===== src/rtl/mem_access_stage.sv =====
// MEM stage: sequences single LW/SW accesses and mask-driven LM/SM bursts against the
// data-memory handshake, stalling upstream while busy, and registers the write-back bundle.
module mem_access_stage #(
    parameter logic [3:0] OP_LW = 4'b0100,
    parameter logic [3:0] OP_SW = 4'b0101,
    parameter logic [3:0] OP_LM = 4'b0110,
    parameter logic [3:0] OP_SM = 4'b0111
) (
    input  logic        clk,
    input  logic        reset,
    input  logic        in_valid,
    input  logic [15:0] in_ir,
    input  logic [15:0] in_alu_out,
    input  logic [15:0] in_rf_out1,
    input  logic [15:0] in_ra_out,
    input  logic [2:0]  in_write_add,
    input  logic        in_write_rf_n,
    output logic        stall_out,
    output logic        mem_req,
    output logic        mem_we,
    output logic [15:0] mem_addr,
    output logic [15:0] mem_wdata,
    input  logic        mem_ready,
    input  logic [15:0] mem_rdata,
    output logic [2:0]  rf_rd_addr,
    input  logic [15:0] rf_rd_data,
    output logic        wb_valid,
    output logic        wb_write_rf_n,
    output logic [2:0]  wb_addr,
    output logic [15:0] wb_data
);

    typedef enum logic [1:0] {
        IDLE   = 2'd0,
        ACCESS = 2'd1,
        MULTI  = 2'd2
    } stateType;

    stateType    stateReg, stateNext;
    logic        stallReg, stallNext;
    logic        memReqReg, memReqNext;
    logic        memWeReg, memWeNext;
    logic [15:0] memAddrReg, memAddrNext;
    logic [15:0] memWdataReg, memWdataNext;
    logic        wbValidReg, wbValidNext;
    logic        wbWriteRfNReg, wbWriteRfNNext;
    logic [2:0]  wbAddrReg, wbAddrNext;
    logic [15:0] wbDataReg, wbDataNext;
    logic [7:0]  maskReg, maskNext;
    logic [15:0] baseReg, baseNext;
    logic [3:0]  offsetReg, offsetNext;
    logic [2:0]  idxReg, idxNext;
    logic [2:0]  writeAddReg, writeAddNext;

    logic [3:0]  opcode;
    logic        isSingle;
    logic        isMulti;
    logic        acceptMulti;
    logic        beatDone;
    logic [7:0]  maskCleared;
    logic        unusedIrBits;

    assign opcode       = in_ir[15:12];
    assign isSingle     = (opcode == OP_LW) || (opcode == OP_SW);
    assign isMulti      = (opcode == OP_LM) || (opcode == OP_SM);
    assign acceptMulti  = (stateReg == IDLE) && in_valid && isMulti;
    assign beatDone     = (stateReg == MULTI) && (maskReg != 8'd0) && mem_ready;
    assign unusedIrBits = ^in_ir[11:8];

    // Mask with the bit of the beat currently on the bus removed.
    for (genvar gi = 0; gi < 8; gi++) begin : gClear
        assign maskCleared[gi] = maskReg[gi] && (idxReg != 3'(gi));
    end

    function automatic logic [2:0] lowestIdx(input logic [7:0] m);
        logic [2:0] r;
        r = 3'd0;
        for (int i = 7; i >= 0; i--) begin
            if (m[i]) r = 3'(i);
        end
        return r;
    endfunction

    // Beat index is kept apart from the datapath so the RF read index can lead the
    // registered store data by one cycle without forming a loop through rf_rd_data.
    always_comb begin
        idxNext = idxReg;
        if (acceptMulti) begin
            idxNext = lowestIdx(in_ir[7:0]);
        end else if (beatDone) begin
            idxNext = lowestIdx(maskCleared);
        end
    end

    assign rf_rd_addr = idxNext;

    always_comb begin
        stateNext      = stateReg;
        stallNext      = stallReg;
        memReqNext     = memReqReg;
        memWeNext      = memWeReg;
        memAddrNext    = memAddrReg;
        memWdataNext   = memWdataReg;
        wbValidNext    = 1'b0;
        wbWriteRfNNext = 1'b1;
        wbAddrNext     = wbAddrReg;
        wbDataNext     = wbDataReg;
        maskNext       = maskReg;
        baseNext       = baseReg;
        offsetNext     = offsetReg;
        writeAddNext   = writeAddReg;

        unique case (stateReg)
            IDLE: begin
                if (in_valid) begin
                    if (isSingle) begin
                        stateNext    = ACCESS;
                        stallNext    = 1'b1;
                        memReqNext   = 1'b1;
                        memWeNext    = (opcode == OP_SW);
                        memAddrNext  = in_alu_out;
                        memWdataNext = in_rf_out1;
                        writeAddNext = in_write_add;
                    end else if (isMulti) begin
                        // An empty mask still spends one stalled cycle in MULTI.
                        stateNext   = MULTI;
                        stallNext   = 1'b1;
                        maskNext    = in_ir[7:0];
                        baseNext    = in_ra_out;
                        offsetNext  = 4'd0;
                        memReqNext  = (in_ir[7:0] != 8'd0);
                        memWeNext   = (opcode == OP_SM);
                        memAddrNext = in_ra_out;
                        if (opcode == OP_SM) begin
                            memWdataNext = rf_rd_data;
                        end
                    end else begin
                        wbValidNext    = 1'b1;
                        wbWriteRfNNext = in_write_rf_n;
                        wbAddrNext     = in_write_add;
                        wbDataNext     = in_alu_out;
                    end
                end
            end

            ACCESS: begin
                if (mem_ready) begin
                    stateNext   = IDLE;
                    stallNext   = 1'b0;
                    memReqNext  = 1'b0;
                    wbValidNext = 1'b1;
                    wbAddrNext  = writeAddReg;
                    if (!memWeReg) begin
                        wbWriteRfNNext = 1'b0;
                        wbDataNext     = mem_rdata;
                    end
                end
            end

            MULTI: begin
                if (maskReg == 8'd0) begin
                    stateNext  = IDLE;
                    stallNext  = 1'b0;
                    memReqNext = 1'b0;
                end else if (mem_ready) begin
                    maskNext   = maskCleared;
                    offsetNext = offsetReg + 4'd1;
                    if (!memWeReg) begin
                        wbValidNext    = 1'b1;
                        wbWriteRfNNext = 1'b0;
                        wbAddrNext     = idxReg;
                        wbDataNext     = mem_rdata;
                    end
                    if (maskCleared == 8'd0) begin
                        stateNext  = IDLE;
                        stallNext  = 1'b0;
                        memReqNext = 1'b0;
                    end else begin
                        memAddrNext = baseReg + {12'd0, offsetReg + 4'd1};
                        if (memWeReg) begin
                            memWdataNext = rf_rd_data;
                        end
                    end
                end
            end

            default: begin
                stateNext  = IDLE;
                stallNext  = 1'b0;
                memReqNext = 1'b0;
            end
        endcase
    end

    always_ff @(posedge clk) begin
        if (reset) begin
            stateReg      <= IDLE;
            stallReg      <= 1'b0;
            memReqReg     <= 1'b0;
            memWeReg      <= 1'b0;
            memAddrReg    <= 16'd0;
            memWdataReg   <= 16'd0;
            wbValidReg    <= 1'b0;
            wbWriteRfNReg <= 1'b1;
            wbAddrReg     <= 3'd0;
            wbDataReg     <= 16'd0;
            maskReg       <= 8'd0;
            baseReg       <= 16'd0;
            offsetReg     <= 4'd0;
            idxReg        <= 3'd0;
            writeAddReg   <= 3'd0;
        end else begin
            stateReg      <= stateNext;
            stallReg      <= stallNext;
            memReqReg     <= memReqNext;
            memWeReg      <= memWeNext;
            memAddrReg    <= memAddrNext;
            memWdataReg   <= memWdataNext;
            wbValidReg    <= wbValidNext;
            wbWriteRfNReg <= wbWriteRfNNext;
            wbAddrReg     <= wbAddrNext;
            wbDataReg     <= wbDataNext;
            maskReg       <= maskNext;
            baseReg       <= baseNext;
            offsetReg     <= offsetNext;
            idxReg        <= idxNext;
            writeAddReg   <= writeAddNext;
        end
    end

    assign stall_out     = stallReg;
    assign mem_req       = memReqReg;
    assign mem_we        = memWeReg;
    assign mem_addr      = memAddrReg;
    assign mem_wdata     = memWdataReg;
    assign wb_valid      = wbValidReg;
    assign wb_write_rf_n = wbWriteRfNReg;
    assign wb_addr       = wbAddrReg;
    assign wb_data       = wbDataReg;

endmodule

===== config.mk =====
export PLATFORM = sky130hd
export DESIGN_NAME = mem_access_stage
export DESIGN_NICKNAME = d
export VERILOG_FILES = /design/src/rtl/mem_access_stage.sv
export SDC_FILE = /design/constraint.sdc
export NUM_CORES = 1
export LEC_CHECK = 0
export ABC_AREA = 1
export CAP_MARGIN = 20
export CORE_UTILIZATION = 48
export CTS_CLUSTER_DIAMETER = 60
export DETAILED_ROUTE_END_ITERATION = 10
export GPL_TIMING_DRIVEN = 0
export PLACE_DENSITY = 0.81
export SLEW_MARGIN = 25
export SYNTH_ARGS = -nofsm -noshare
export SYNTH_HDL_FRONTEND = slang
export SYNTH_SLANG_ARGS = --single-unit

===== constraint.sdc =====
create_clock -name clk -period 2.5 [get_ports clk]
set_input_delay 0.625 -clock clk [delete_from_list [all_inputs] [get_ports clk]]
set_output_delay 0.625 -clock clk [all_outputs]
set_load 0.01 [all_outputs]

# After elaboration in Yosys (flattened, before gate mapping)
# Index checks and enable logic that the tools add are counted.
# Widths: inputs -> output; s select.
# classes
addsub	2
eq_ne	27
n_mux	98
bitwise	1
reduce_logical	32
# op_table
op	n
$mux 16	20
$mux 3	25
$pmux 16 s2	2
$pmux 16 s3	1
$mux 8	5
$mux 1	25
$mux 4	5
$ne 2x2->1 const B	10
$ne 3x3->1 const B	6
$add 16x4->16	1
$eq 4x3->1 const B	4
$logic_not 8->1	2
$pmux 8 s2	1
$reduce_and 8->1	2
$reduce_bool 8->1	2
$mux 2	7
$logic_and 1x1->1	12
$pmux 1 s3	4
$reduce_and 6->1	2
$reduce_and 5->1	2
$ne 3x2->1 const B	3
$pmux 3 s3	1
$pmux 4 s2	1
$ne 3x1->1 const B	2
other kinds (11)	15
# totals
regBits	92
out_inout_bits	59
word_cells	175

# Longest topological paths before layout
# Gate-level depths: netlist of run 1.
# logic_depth
ltp_word	12
depth_mapped	13

# Least setup slack after synthesis of run 1
# Ideal clock, no wire load.
# synth_path
kind	reg2out
startpoint	register stateReg[0]
endpoint	output port rf_rd_addr[1]
arrival_time_ps	1495
required_ps	1875
setup_slack_ps	380
path_stages_with_launch	12
path_cell_list	dfxtp_1 inv_1 ha_1 buf_4 clkinv_1 nor2_1 nand2_1 nor2_1 o211ai_1 nand2_1 nand2_1 inv_1
# synth_between
elab_chain_cells	5
# synth_lines
item	line_no	source
start, declared	39	stateType stateReg, stateNext;
start signal, assigned	213	stateReg <= stateNext;
$eq 2x2->1	67	assign beatDone = (stateReg == MULTI) && (maskReg != 8'd0) && mem_ready;
$logic_and 1x1->1 (2 in a row)	67	
$mux 3	90	end else if (beatDone) begin
$mux 3 *	88	if (acceptMulti) begin
end, declared	25	output logic [2:0] rf_rd_addr,
# Every way passes the cells marked *; elsewhere a longest branch is shown, timed or not.

# Worst setup path in the final report of run 1
# layout_path
startpoint	register idxReg[0]
endpoint	output port rf_rd_addr[2]
# layout_between
elab_chain_cells	12
# layout_lines
item	line_no	source
start, declared	52	logic [2:0] idxReg, idxNext;
start signal, assigned	226	idxReg <= idxNext;
$ne 3x3->1	72	assign maskCleared[gi] = maskReg[gi] && (idxReg != 3'(gi));
$logic_and 1x1->1	72	
$mux 3 (7 in a row)	79	if (m[i]) r = 3'(i);
$mux 3 *	79	
$mux 3 *	90	
$mux 3 *	88	
# Marked as above.

==> results_dict.tcl, run 1 <==
set metrics [dict create \
    status "complete, but fails checks" \
    violations "setup timing" \
    r2r_setup_slack_ns 0 \
    pre_cts_ws_ns -0.7312 \
    grt_pass1_wl_um 27340 \
    skew_ns 0.01159 \
    rr_worst_depth 17 \
    power.density_mw_per_mm2 1088 \
    h-tree-depth 3 \
    hold_end "mem_addr[5]" \
    final_cells 1188 \
    layout_min_cycle_time_ns 2.545 \
    cap_violations 0 \
    hold_violations 0 \
    r2r_start "stateReg[0]" \
    antenna_found_initial 0 \
    avgSynthCellArea_um2 6.349 \
    reg2reg_to "idxReg[2]" \
    syn_inst 833 \
    yosysUniqueCellTypes 44 \
    ir_drop_v 0.0007381 \
    grt_start_max_net_pins 17 \
    cp_max_fo 4 \
    synth_async_sr_flop_share 0 \
    cts_tree "done" \
    cts_hold_buf 0 \
    relSlewSlack 0.5398 \
    wl_per_cell_um 15.59 \
    die_w_um 107.0 \
    path_class "reg2out" \
    firstDrtPassIters 8 \
    drive_above_1_share 0.1388 \
    tritoncts.num_buffers 9 \
    ys.flop_type "dfxtp_1" \
    hold_start "mem_addr[5]" \
    leakage_nw 3.470 \
    max-clock-path-buffers 2 \
    core_mm2 0.01051 \
    fp-row-count 37 \
    grt_setup_unrepaired "true" \
    fillers 825 \
    worstPathArrival_ns 1.92 \
    fin_crit_sh 1.018 \
    dieHeight_um 107.0 \
    cp.required_ns 1.88 \
    drtAntennaViolNets 0 \
    grt_pass1_vias 5545 \
    synth_top_area_frac 0.3482 \
    synth_edf_count 0 \
    drc_errors 0 \
    maxClockFrequency_ghz 0.3929 \
    yosysWarningCount 0 \
    clk_latency_ns 0.38 \
    vias 6210 \
    synth-seq-area-share 0.3482 \
    place_area_mm2 0.007041 \
    yosys.area.top_type "dfxtp_1" \
    worst_pin_slew_ns 0.6903 \
    drv_slew 0 \
    antennaDiodeCount 0 \
    drt_first_iter_violations 503 \
    ios 163 \
    synth_common_cells "194 x nand2_1, 166 x nor2_1, 92 x dfxtp_1, 87 x o21ai_0, 85 x inv_1" \
    synth_seq_cells 92 \
    syn_to_final_growth_pct 46.37 \
    clockRootBuffer "clkbuf_8" \
    finalPower_mw 8.423 \
    crit_path_end_kind "output pin" \
    synth_area_leaders "dfxtp_1 35%, nand2_1 14%, nor2_1 12%" \
    place_congestion 0.9568 \
    cts.sinks 92 \
    cts.clk_slew.worst_paths_ns 0.10 \
    die_area_mm2 0.01144 \
    syn-num-nets 948 \
    port_buffers 158 \
    grt.overflow.total 0 \
    holdPathStages 2 \
    cp-start-kind "register" \
    placed_cells 1127 \
    worst_slack_ns -0.04528 \
    netlist_area_mm2 0.005289 \
    grt.total_usage 0.3102 \
    dp_hpwl_um 13070 \
    yosysMostFrequentCell "nand2_1" \
    hold_class "reg2reg" \
    fin_area_mm2 0.007741 \
    drt_wl_total_um 18520 \
    setup_viol 1 \
    fin_nets 1162 \
    start_util 0.5033 \
    viasPerCell 5.227 \
]
==> critical path, stage by stage, from the launching register on <==
cell	delay, ns
dfxtp_4	0.38
inv_4	0.08
nand2_2	0.09
o21ai_4	0.19
nand2_2	0.10
nor2_4	0.13
nor3_1	0.06
o21ai_1	0.24
nand2_1	0.12
buf_2	0.16
==> where the power goes <==
group / internal [mW] / switching (mW)
clock: 0.373 / 0.584
sequential: 1.99 / 0.316
combinational: 2.17 / 2.98
==> routing by layer <==
metal | track usage | routed length, um
met1 | 0.3925 | 7621
met2 | 0.5253 | 8704
met3 | 0.03951 | 1573
met4 | 0.1399 | 624
met5 | 0 | 0
==> what timing repair did <==
item | in CTS | in global routing
pin swaps | 8 | 13
setup buffers | 34 | 13
setup endpoints to repair | 4 | 7
resized for setup | 49 | 37
hold endpoints to repair | 0 | 0
==> cell type report <==
class / count / area, um^2 / share of cell area
repair buffers: 205 / 1928 / 0.2491
plain buffers: 34 / 151.4 / 0.01956
clock inverters: 6 / 48.80 / 0.006304
multi-input cells: 611 / 3080 / 0.3979
flip-flops and latches: 92 / 1862 / 0.2405
well taps: 136 / 170.2 / 0.02198
clock buffers: 10 / 127.6 / 0.01649
inverters: 94 / 372.9 / 0.04817
==> worst max path at each step <==
stage / start / end / slack, ns
floorplan: stateReg[0] / rf_rd_addr[1] / 0.38
global placement: in_ir[14] / rf_rd_addr[1] / -0.71
detailed placement: in_ir[14] / rf_rd_addr[0] / -0.73
CTS: in_valid / rf_rd_addr[1] / 0.003
global route: idxReg[0] / rf_rd_addr[2] / -0.11
finish: idxReg[0] / rf_rd_addr[2] / -0.05
==> registers in the layout, summed over array words and instances, names as in the netlist, 2 cells and up <==
register / flops
writeAddReg: 3
mem_addr: 16
baseReg: 16
mem_wdata: 16
maskReg: 8
idxReg: 3
stateReg: 2
offsetReg: 4
wb_data: 16
wb_addr: 3
==> metrics by stage <==
step | setup TNS, ns | util | hold WS, ns
floorplan | 0 | - | 0.4535
global placement | -6.146 | 0.6700 | 0.4582
detailed placement | -6.983 | 0.6700 | 0.4604
CTS | 0 | 0.7164 | 0.4760
global route | -0.1786 | 0.7366 | 0.5135
finish | -0.04528 | 0.7366 | 0.4765
==> placed cells by master (no fill, tap or decap), types with 4 or more instances in the layout <==
cell type / count
nand2_1: 186
nor2_1: 162
clkdlybuf4s50_1: 142
o21ai_0: 86
dfxtp_1: 84
inv_1: 82
buf_4: 46
a21oi_1: 43
nand3_1: 26
clkbuf_1: 20
mux2_2: 17
o21ai_1: 13
buf_2: 13
nor3_1: 9
clkbuf_8: 9
ha_1: 8
inv_2: 7
dlygate4sd2_1: 7
nand2_2: 6
nor2_4: 6
a31oi_1: 6
nand2_4: 4
dfxtp_4: 4
dlymetal6s2s_1: 4
dfxtp_2: 4
==> logic make-up (layout without fill, tap and decap cells) <==
logic type | count (synthesis) | after routing | synth area share
AOI/OAI and AO/OA | 166 | 166 | 0.1658
xor gates and xnor gates | 3 | 3 | 0.004969
adders and majority gates | 11 | 11 | 0.02744
buffers and inverters | 130 | 349 | 0.09747
DFF | 92 | 92 | 0.3482
muxes | 18 | 18 | 0.03809
and+or+nand+nor | 413 | 413 | 0.3180
Note: power is estimated with default switching activity, not from simulation.
==> run 2: changes to the inputs <==
--- a/config.mk
+++ b/config.mk
@@ -7,11 +7,12 @@
 export LEC_CHECK = 0
 export ABC_AREA = 1
 export CAP_MARGIN = 20
+export CORE_MARGIN = 1
 export CORE_UTILIZATION = 48
 export CTS_CLUSTER_DIAMETER = 60
 export DETAILED_ROUTE_END_ITERATION = 10
 export GPL_TIMING_DRIVEN = 0
-export PLACE_DENSITY = 0.81
+export PLACE_DENSITY = 0.82
 export SLEW_MARGIN = 25
 export SYNTH_ARGS = -nofsm -noshare
 export SYNTH_HDL_FRONTEND = slang
==> results_dict.tcl, run 2 (synthesis results as in run 1) <==
set metrics [dict create \
    status "completed" \
    die_area_mm2 0.01144 \
    die_w_um 107.0 \
    port_buffers 158 \
    whs_ns 0.4744 \
    ir_drop_v 0.0006234 \
    path_class "in2out" \
    h-tree-depth 3 \
    hold_violations 0 \
    cts.clk_slew.worst_paths_ns 0.09 \
    final_cell_mix "186 x nand2_1, 161 x nor2_1, 146 x clkdlybuf4s50_1, 86 x dfxtp_1, 84 x o21ai_0" \
    fp-row-count 37 \
    final_cells 1165 \
    leakage_nw 3.362 \
    cp.required_ns 1.88 \
    cts.sinks 92 \
    worst_path_max_delay_cell "clkdlybuf4s50_1" \
    drtAntennaViolNets 0 \
    wl_per_cell_um 15.60 \
    r2r_setup_slack_ns 0.03 \
    power.density_mw_per_mm2 1108 \
    clockRootBuffer "clkbuf_8" \
    max_stage_delay_ns 0.49 \
    drive_above_1_share 0.1177 \
    max-clock-path-buffers 2 \
    cp_max_fo 4 \
    placed_cells 1127 \
    place_area_mm2 0.007041 \
    pre_cts_ws_ns -0.7196 \
    drc_errors 0 \
    dieHeight_um 107.0 \
    finalPower_mw 8.382 \
    antenna_found_initial 1 \
    grt_setup_unrepaired "true" \
    crit_path_end_kind "output pin" \
    tritoncts.num_buffers 9 \
    place_congestion 0.9725 \
    utilization 0.7196 \
    drt_first_iter_violations 447 \
    hold_class "reg2reg" \
    layout.cells.most_common "nand2_1" \
    vias 6065 \
    worst_slack_ns 0.02416 \
    fin_nets 1138 \
    clk_latency_ns 0.38 \
    cp-start-kind "input port" \
    grt_start_max_net_pins 16 \
    grt_pass1_vias 5622 \
    core_mm2 0.01051 \
    dp_hpwl_um 13350 \
    skew_ns 0.01454 \
    fin_crit_sh 0.9903 \
    path_cells "clkdlybuf4s50_1 -> nor4_2 -> nand3b_1 -> nand2_1 -> buf_2" \
    drt_wl_total_um 18170 \
    relSlewSlack 0.5594 \
    start_util 0.5033 \
    grt.total_usage 0.3200 \
    cts_tree "done" \
    layout_min_cycle_time_ns 2.476 \
    setup_tns_ns 0 \
    cts_hold_buf 0 \
    fin_area_mm2 0.007562 \
    setup_viol 0 \
    worst_pin_slew_ns 0.6609 \
    firstDrtPassIters 6 \
    cap_violations 0 \
    ios 163 \
    viasPerCell 5.206 \
    maxClockFrequency_ghz 0.4039 \
    grt_pass1_wl_um 28280 \
    worstPathArrival_ns 1.85 \
    grt.overflow.total 0 \
    syn_to_final_growth_pct 42.99 \
    drv_slew 0 \
]
[run 2: cell count changes in the layout (fill, tap and decap cells not counted), sizes merged, moves of 2 or more]
cell / previous run / this run
dlygate4sd2: 7 / 4
clkdlybuf4s50: 142 / 146
buf: 65 / 41
clkdlybuf4s15: 2 / 0
clkinv: 6 / 3
[run 2: area by class of cell]
cell class	count	area [um^2]
clock buffer	11	141.4
fill	902	2947
sequential	92	1854
antenna	1	2.502
timing repair buffer	181	1758
tap	136	170.2
multi-input combinational	611	3062
inverter	94	362.8
clock inverter	5	60.06
buffer	34	151.4
[run 2: worst max-delay path: cells and delay by family]
family,cells,cell delay [ns]
buf+inv,2,0.62
simple gates,3,0.62
[run 2: layer usage]
| metal | up-vias | routed length (um) | global-route usage | part of all wire |
|---|---|---|---|---|
| li1 | 3034 | - | - | - |
| met1 | 2718 | 7845 | 0.4110 | 0.43 |
| met2 | 267 | 8265 | 0.5235 | 0.45 |
| met3 | 46 | 1489 | 0.05593 | 0.082 |
| met4 | 0 | 568 | 0.1438 | 0.031 |
| met5 | - | 0 | 0 | 0 |
[run 2: path summary, 6_finish.rpt]
kind,startpoint,to,cells past startpoint
setup / recovery,in_ir[3],rf_rd_addr[2],5
hold / removal,mem_req,mem_req,2
setup reg to reg,stateReg[0],idxReg[1],19
hold reg to reg,mem_req,mem_req,2
[run 2: repair_timing]
action / CTS / global route
resized for setup: 51 / 24
endpoints found under the setup margin: 3 / 7
buffers inserted: 18 / 5
pin swaps: 5 / 9
[run 2: report_power, final]
group,switching (mW),internal (mW),leakage (nW)
sequential,0.314,1.99,0.757
combinational,2.92,2.09,2.50
clock,0.572,0.494,0.0999
==> variant 1, RTL diff (flow settings as in run 2) <==
Take the reset off `memAddrReg`, `memWdataReg` and `wbDataReg` and load them in a clocked block of their own.
--- a/src/rtl/mem_access_stage.sv
+++ b/src/rtl/mem_access_stage.sv
@@ -198,12 +198,9 @@
             stallReg      <= 1'b0;
             memReqReg     <= 1'b0;
             memWeReg      <= 1'b0;
-            memAddrReg    <= 16'd0;
-            memWdataReg   <= 16'd0;
             wbValidReg    <= 1'b0;
             wbWriteRfNReg <= 1'b1;
             wbAddrReg     <= 3'd0;
-            wbDataReg     <= 16'd0;
             maskReg       <= 8'd0;
             baseReg       <= 16'd0;
             offsetReg     <= 4'd0;
@@ -214,18 +211,21 @@
             stallReg      <= stallNext;
             memReqReg     <= memReqNext;
             memWeReg      <= memWeNext;
-            memAddrReg    <= memAddrNext;
-            memWdataReg   <= memWdataNext;
             wbValidReg    <= wbValidNext;
             wbWriteRfNReg <= wbWriteRfNNext;
             wbAddrReg     <= wbAddrNext;
-            wbDataReg     <= wbDataNext;
             maskReg       <= maskNext;
             baseReg       <= baseNext;
             offsetReg     <= offsetNext;
             idxReg        <= idxNext;
             writeAddReg   <= writeAddNext;
         end
+    end
+
+    always_ff @(posedge clk) begin
+        memAddrReg  <= memAddrNext;
+        memWdataReg <= memWdataNext;
+        wbDataReg   <= wbDataNext;
     end
 
     assign stall_out     = stallReg;
Formal check against the unedited RTL: not equivalent (Yosys sat finds a counterexample within 4 cycles, from zero or initial values and one cycle with reset high).
==> variant 1 against run 2 <==
Routed wire length shrank 15%. Highest routed layer unchanged. Area after synthesis down 8.0%. Hold slack lost 6.8 ps. Register-to-register slack better by 40 ps. Sequential cell count unchanged. Total power decreased by 15%. Setup slack improved by 25 ps. Final area down 5.2%. Sequential share of layout area up 8.0 points. Utilization grew 1.0 points. Sequential power up 8%. First-iteration DRC count down 21%. Clock power down 8%.
==> variant 1: results (changes against run 2) <==
Reg2Reg Capture Point=idxReg[0]$_SDFF_PP0_; syn_nets=714 (-25%); # nets final=907 (-20%); first-pass detailed-route iteration total=5 (-1); CP Data Arrival Time=1830 ps (-20 ps); status=completed; slowest CP cell=clkdlybuf4s15_1; Placed Instance Area=0.006640 mm2 (-5.7%); Seq/Total Area, Yosys=47.74% (+13 points); Diodes inserted=0 (-1); Worst VDD drop=0.6353 mV (+1.9%); Post-synth EDFFs=48 (+48); Cell variety after synth=42 (-4.5%); antenna violations before repair=0 (-1); Switching Share=39.26% (-6.2 points); Slew Limit Headroom=62.44% (+6.5 points); internal reg-to-reg setup slack=70 ps (+40 ps); CP Max Fanout=3 (-1); global-route wire length before repair=22,650 um (-20%); commonest cells in the netlist=nand2_1, o21ai_0, inv_1, nor2_1, a21oi_1; GRT Total Usage=28.92% (-3.1 points); Hold EP=stall_out$_SDFFE_PP0P_; vias in the first global route=4,627 (-18%); hpwl dp=11,680 um (-12%); hold path startpoint=stall_out$_SDFFE_PP0P_; share of layout cells above drive strength 1=14.93% (+3.2 points); skew final=12.75 ps (-1.796 ps); Static Leak=2.910 nW (-13%); Setup crit start=in_ir[14]; largest cells by area after synthesis=edfxtp_1, dfxtp_1, nand2_1; gp weighted congestion=0.8746 (-10%); largest net degree at the start of global routing=17 (+1); Via Count=4,936 (-19%); CP peak stage delay=180 ps (-310 ps); R2R depth=18 (-1); detailed router's first-iteration violation count=352 (-21%); drt wl/cell=16.66 um (+6.8%)
## variant 1: cell types whose count changed after synthesis, moves of 5 or more
cell / run 2 / this run
a21oi_1: 46 / 54
clkbuf_1: 20 / 12
dfxtp_1: 92 / 44
edfxtp_1: 0 / 48
inv_1: 85 / 62
mux2_1: 0 / 5
mux2_2: 17 / 11
nand2_1: 194 / 117
nand2_2: 1 / 7
nor2_1: 166 / 59
nor3_1: 10 / 3
o21ai_0: 87 / 75
## variant 1: cell families after synthesis
logic type | count (synthesis) | share of synthesized area, %
buffers and inverters | 93 | 7.613
XOR/XNOR | 7 | 1.260
AO/OA/AOI/OAI | 157 | 16.92
flip-flops | 92 | 47.74
multiplexers | 16 | 3.704
adder cells (fa/ha/maj) | 11 | 2.984
AND/OR/NAND/NOR | 223 | 19.78
## variant 1: worst max path at each step
stage	slack (ps)	to
after floorplan	80	wb_data[0]$_DFFE_PP_
after global placement	-830	wb_data[8]$_DFFE_PP_
after detailed placement	-830	rf_rd_addr[1]
after CTS	-10	rf_rd_addr[1]
after global routing	-50	mem_addr[14]$_DFFE_PP_
final	50	rf_rd_addr[0]
## variant 1: timing repair
item,4_1_cts,5_1_grt
hold buffers,0,0
resized for setup,41,32
setup buffers,20,5
pin swaps,5,10
setup endpoints to repair,35,39
## variant 1: tightest hold or removal path: stages (launching register included)
cell	delay (ps)
dfxtp_1	320
nand2_1	60
a21oi_1	50
## variant 1: cell type report
type,count,area [um2]
clock buffer,11,131.4
sequential,92,2333
multi-input combinational,414,2296
inverter,71,279.0
clock inverter,5,52.55
buffer,20,100.1
tap,133,166.4
fill,734,2654
timing repair buffer,184,1807
## variant 1: routing by layer
| layer | GRT usage, % | part of all wire, % | up-vias |
|---|---|---|---|
| li1 | - | - | 2380 |
| met1 | 34.81 | 39 | 2254 |
| met2 | 49.74 | 49 | 253 |
| met3 | 6.508 | 8.7 | 49 |
| met5 | 0 | 0 | - |
| met4 | 12.31 | 3.3 | 0 |
## variant 1: metrics by stage
stage          setup WS (ps)  hold WS [ps]  std cells
6_report               49.21         467.6        930
5_1_grt               -45.32         483.8        930
4_1_cts               -12.95         467.6        927
3_5_place_dp          -825.5         452.5        891
3_3_place_gp          -833.3         453.4        890
2_1_floorplan          82.53         449.9        599
## variant 1: power by group through the flow
stage | Sequential, mW | Clock, mW | Combinational, mW
6_report | 2.48 | 0.982 | 3.63
5_1_grt | 2.53 | 1.05 | 3.93
2_1_floorplan | 2.67 | 0 | 1.58
3_3_place_gp | 2.50 | 0 | 3.13
3_5_place_dp | 2.50 | 0 | 3.24
4_1_cts | 2.47 | 0.981 | 3.48
==> variant 2, RTL diff (flow settings as in run 2) <==
Made on the original files. The 3 states of `stateType` get a one-hot encoding in 3 bits.
--- a/src/rtl/mem_access_stage.sv
+++ b/src/rtl/mem_access_stage.sv
@@ -30,10 +30,10 @@
     output logic [15:0] wb_data
 );
 
-    typedef enum logic [1:0] {
-        IDLE   = 2'd0,
-        ACCESS = 2'd1,
-        MULTI  = 2'd2
+    typedef enum logic [2:0] {
+        IDLE   = 3'b001,
+        ACCESS = 3'b010,
+        MULTI  = 3'b100
     } stateType;
 
     stateType    stateReg, stateNext;
Formal check against the unedited RTL: same outputs for any inputs over 4 cycles, from zero or initial values and one cycle with reset high; so few cycles prove little.
==> variant 2 against run 2 <==
The flow now finishes with violations (setup timing). Setup slack got worse by 38 ps. Critical endpoint is now rf_rd_addr[1]. Final area decreased by 2.2%. Sequential cell count is 1 higher. Routed wire length is 3.3% lower. Total power decreased by 29%. Highest routed layer unchanged. Area after synthesis decreased by 3.2%. Global-route usage is 0.72 points lower. Register-to-register slack better by 260 ps.
==> variant 2: results (changes against run 2) <==
Cell variety after synth=36 (-18%); mux cell area share after synthesis=3.521% (-0.29 points); worst r2r src=offsetReg[0]$_SDFFE_PP0P_; Placed Instance Area=0.006869 mm2 (-2.4%); Synth Area in Adders=1.614% (-1.1 points); gp weighted congestion=0.9284 (-4.5%); Final setup viols=3 (+3); met2 Track Usage GR=51.22% (-1.1 points); met3 wire length=1593 um (+7.0%); CP Max Fanout=7 (+3); largest cells by area after synthesis=dfxtp_1, nand2_1, nor2_1; Setup TNS=-26.72 ps (-26.72 ps); Hold Slack=474.1 ps (-0.2820 ps); status=finished, violations left; violated checks=setup timing; Reg2Reg Capture Point=mem_addr[14]$_SDFFE_PP0P_; Seq/Total Area, Yosys=36.38% (+1.6 points); hpwl dp=12,900 um (-3.4%); Top delay family on crit path=simple AND/OR/NAND/NOR gates; Worst VDD drop=0.5015 mV (-20%); detailed router's first-iteration violation count=539 (+21%); CP Data Arrival Time=1890 ps (+40 ps); Hold EP=writeAddReg[2]$_SDFFE_PP0P_; Diodes inserted=0 (-1); mean post-synth cell area=6.365 um2 (+0.25%); final worst-path setup slack=-14.33 ps (-38.49 ps); R2R depth=12 (-7); slowest CP cell=dfxtp_4; compound-cell area share of the yosys netlist=16.04% (-0.54 points); syn_nets=914 (-3.6%)
[variant 2: changes by cell type in the layout (fill, tap and decap cells not counted), sizes merged, moves of 5 or more]
| cell | delta |
|---|---|
| buf | -6 |
| nand2 | +10 |
| ha | -5 |
| a31oi | -6 |
| inv | -22 |
| o21ai | -17 |
| o211ai | +7 |
| a21oi | +10 |
[variant 2: final cells by class]
cell class / count / area, um2
clock inverters: 7 / 83.83
inverters: 71 / 277.8
plain buffers: 33 / 160.2
clock buffers: 9 / 123.9
multi-input cells: 607 / 2969
fillers: 903 / 2924
flip-flops and latches: 93 / 1881
repair buffers: 174 / 1734
well taps: 136 / 170.2
[variant 2: what timing repair did]
action / in CTS / in global routing
pin swaps: 10 / 10
setup endpoints to repair: 13 / 19
setup buffers: 12 / 4
gates resized for setup: 43 / 40
[variant 2: worst register-to-register path, delay by kind of cell, from the launching register on]
family | cells | cell delay (ps)
simple gates | 7 | 750
flops | 1 | 340
fa+ha+maj | 2 | 730
compound gates | 1 | 190
buf+inv | 2 | 150
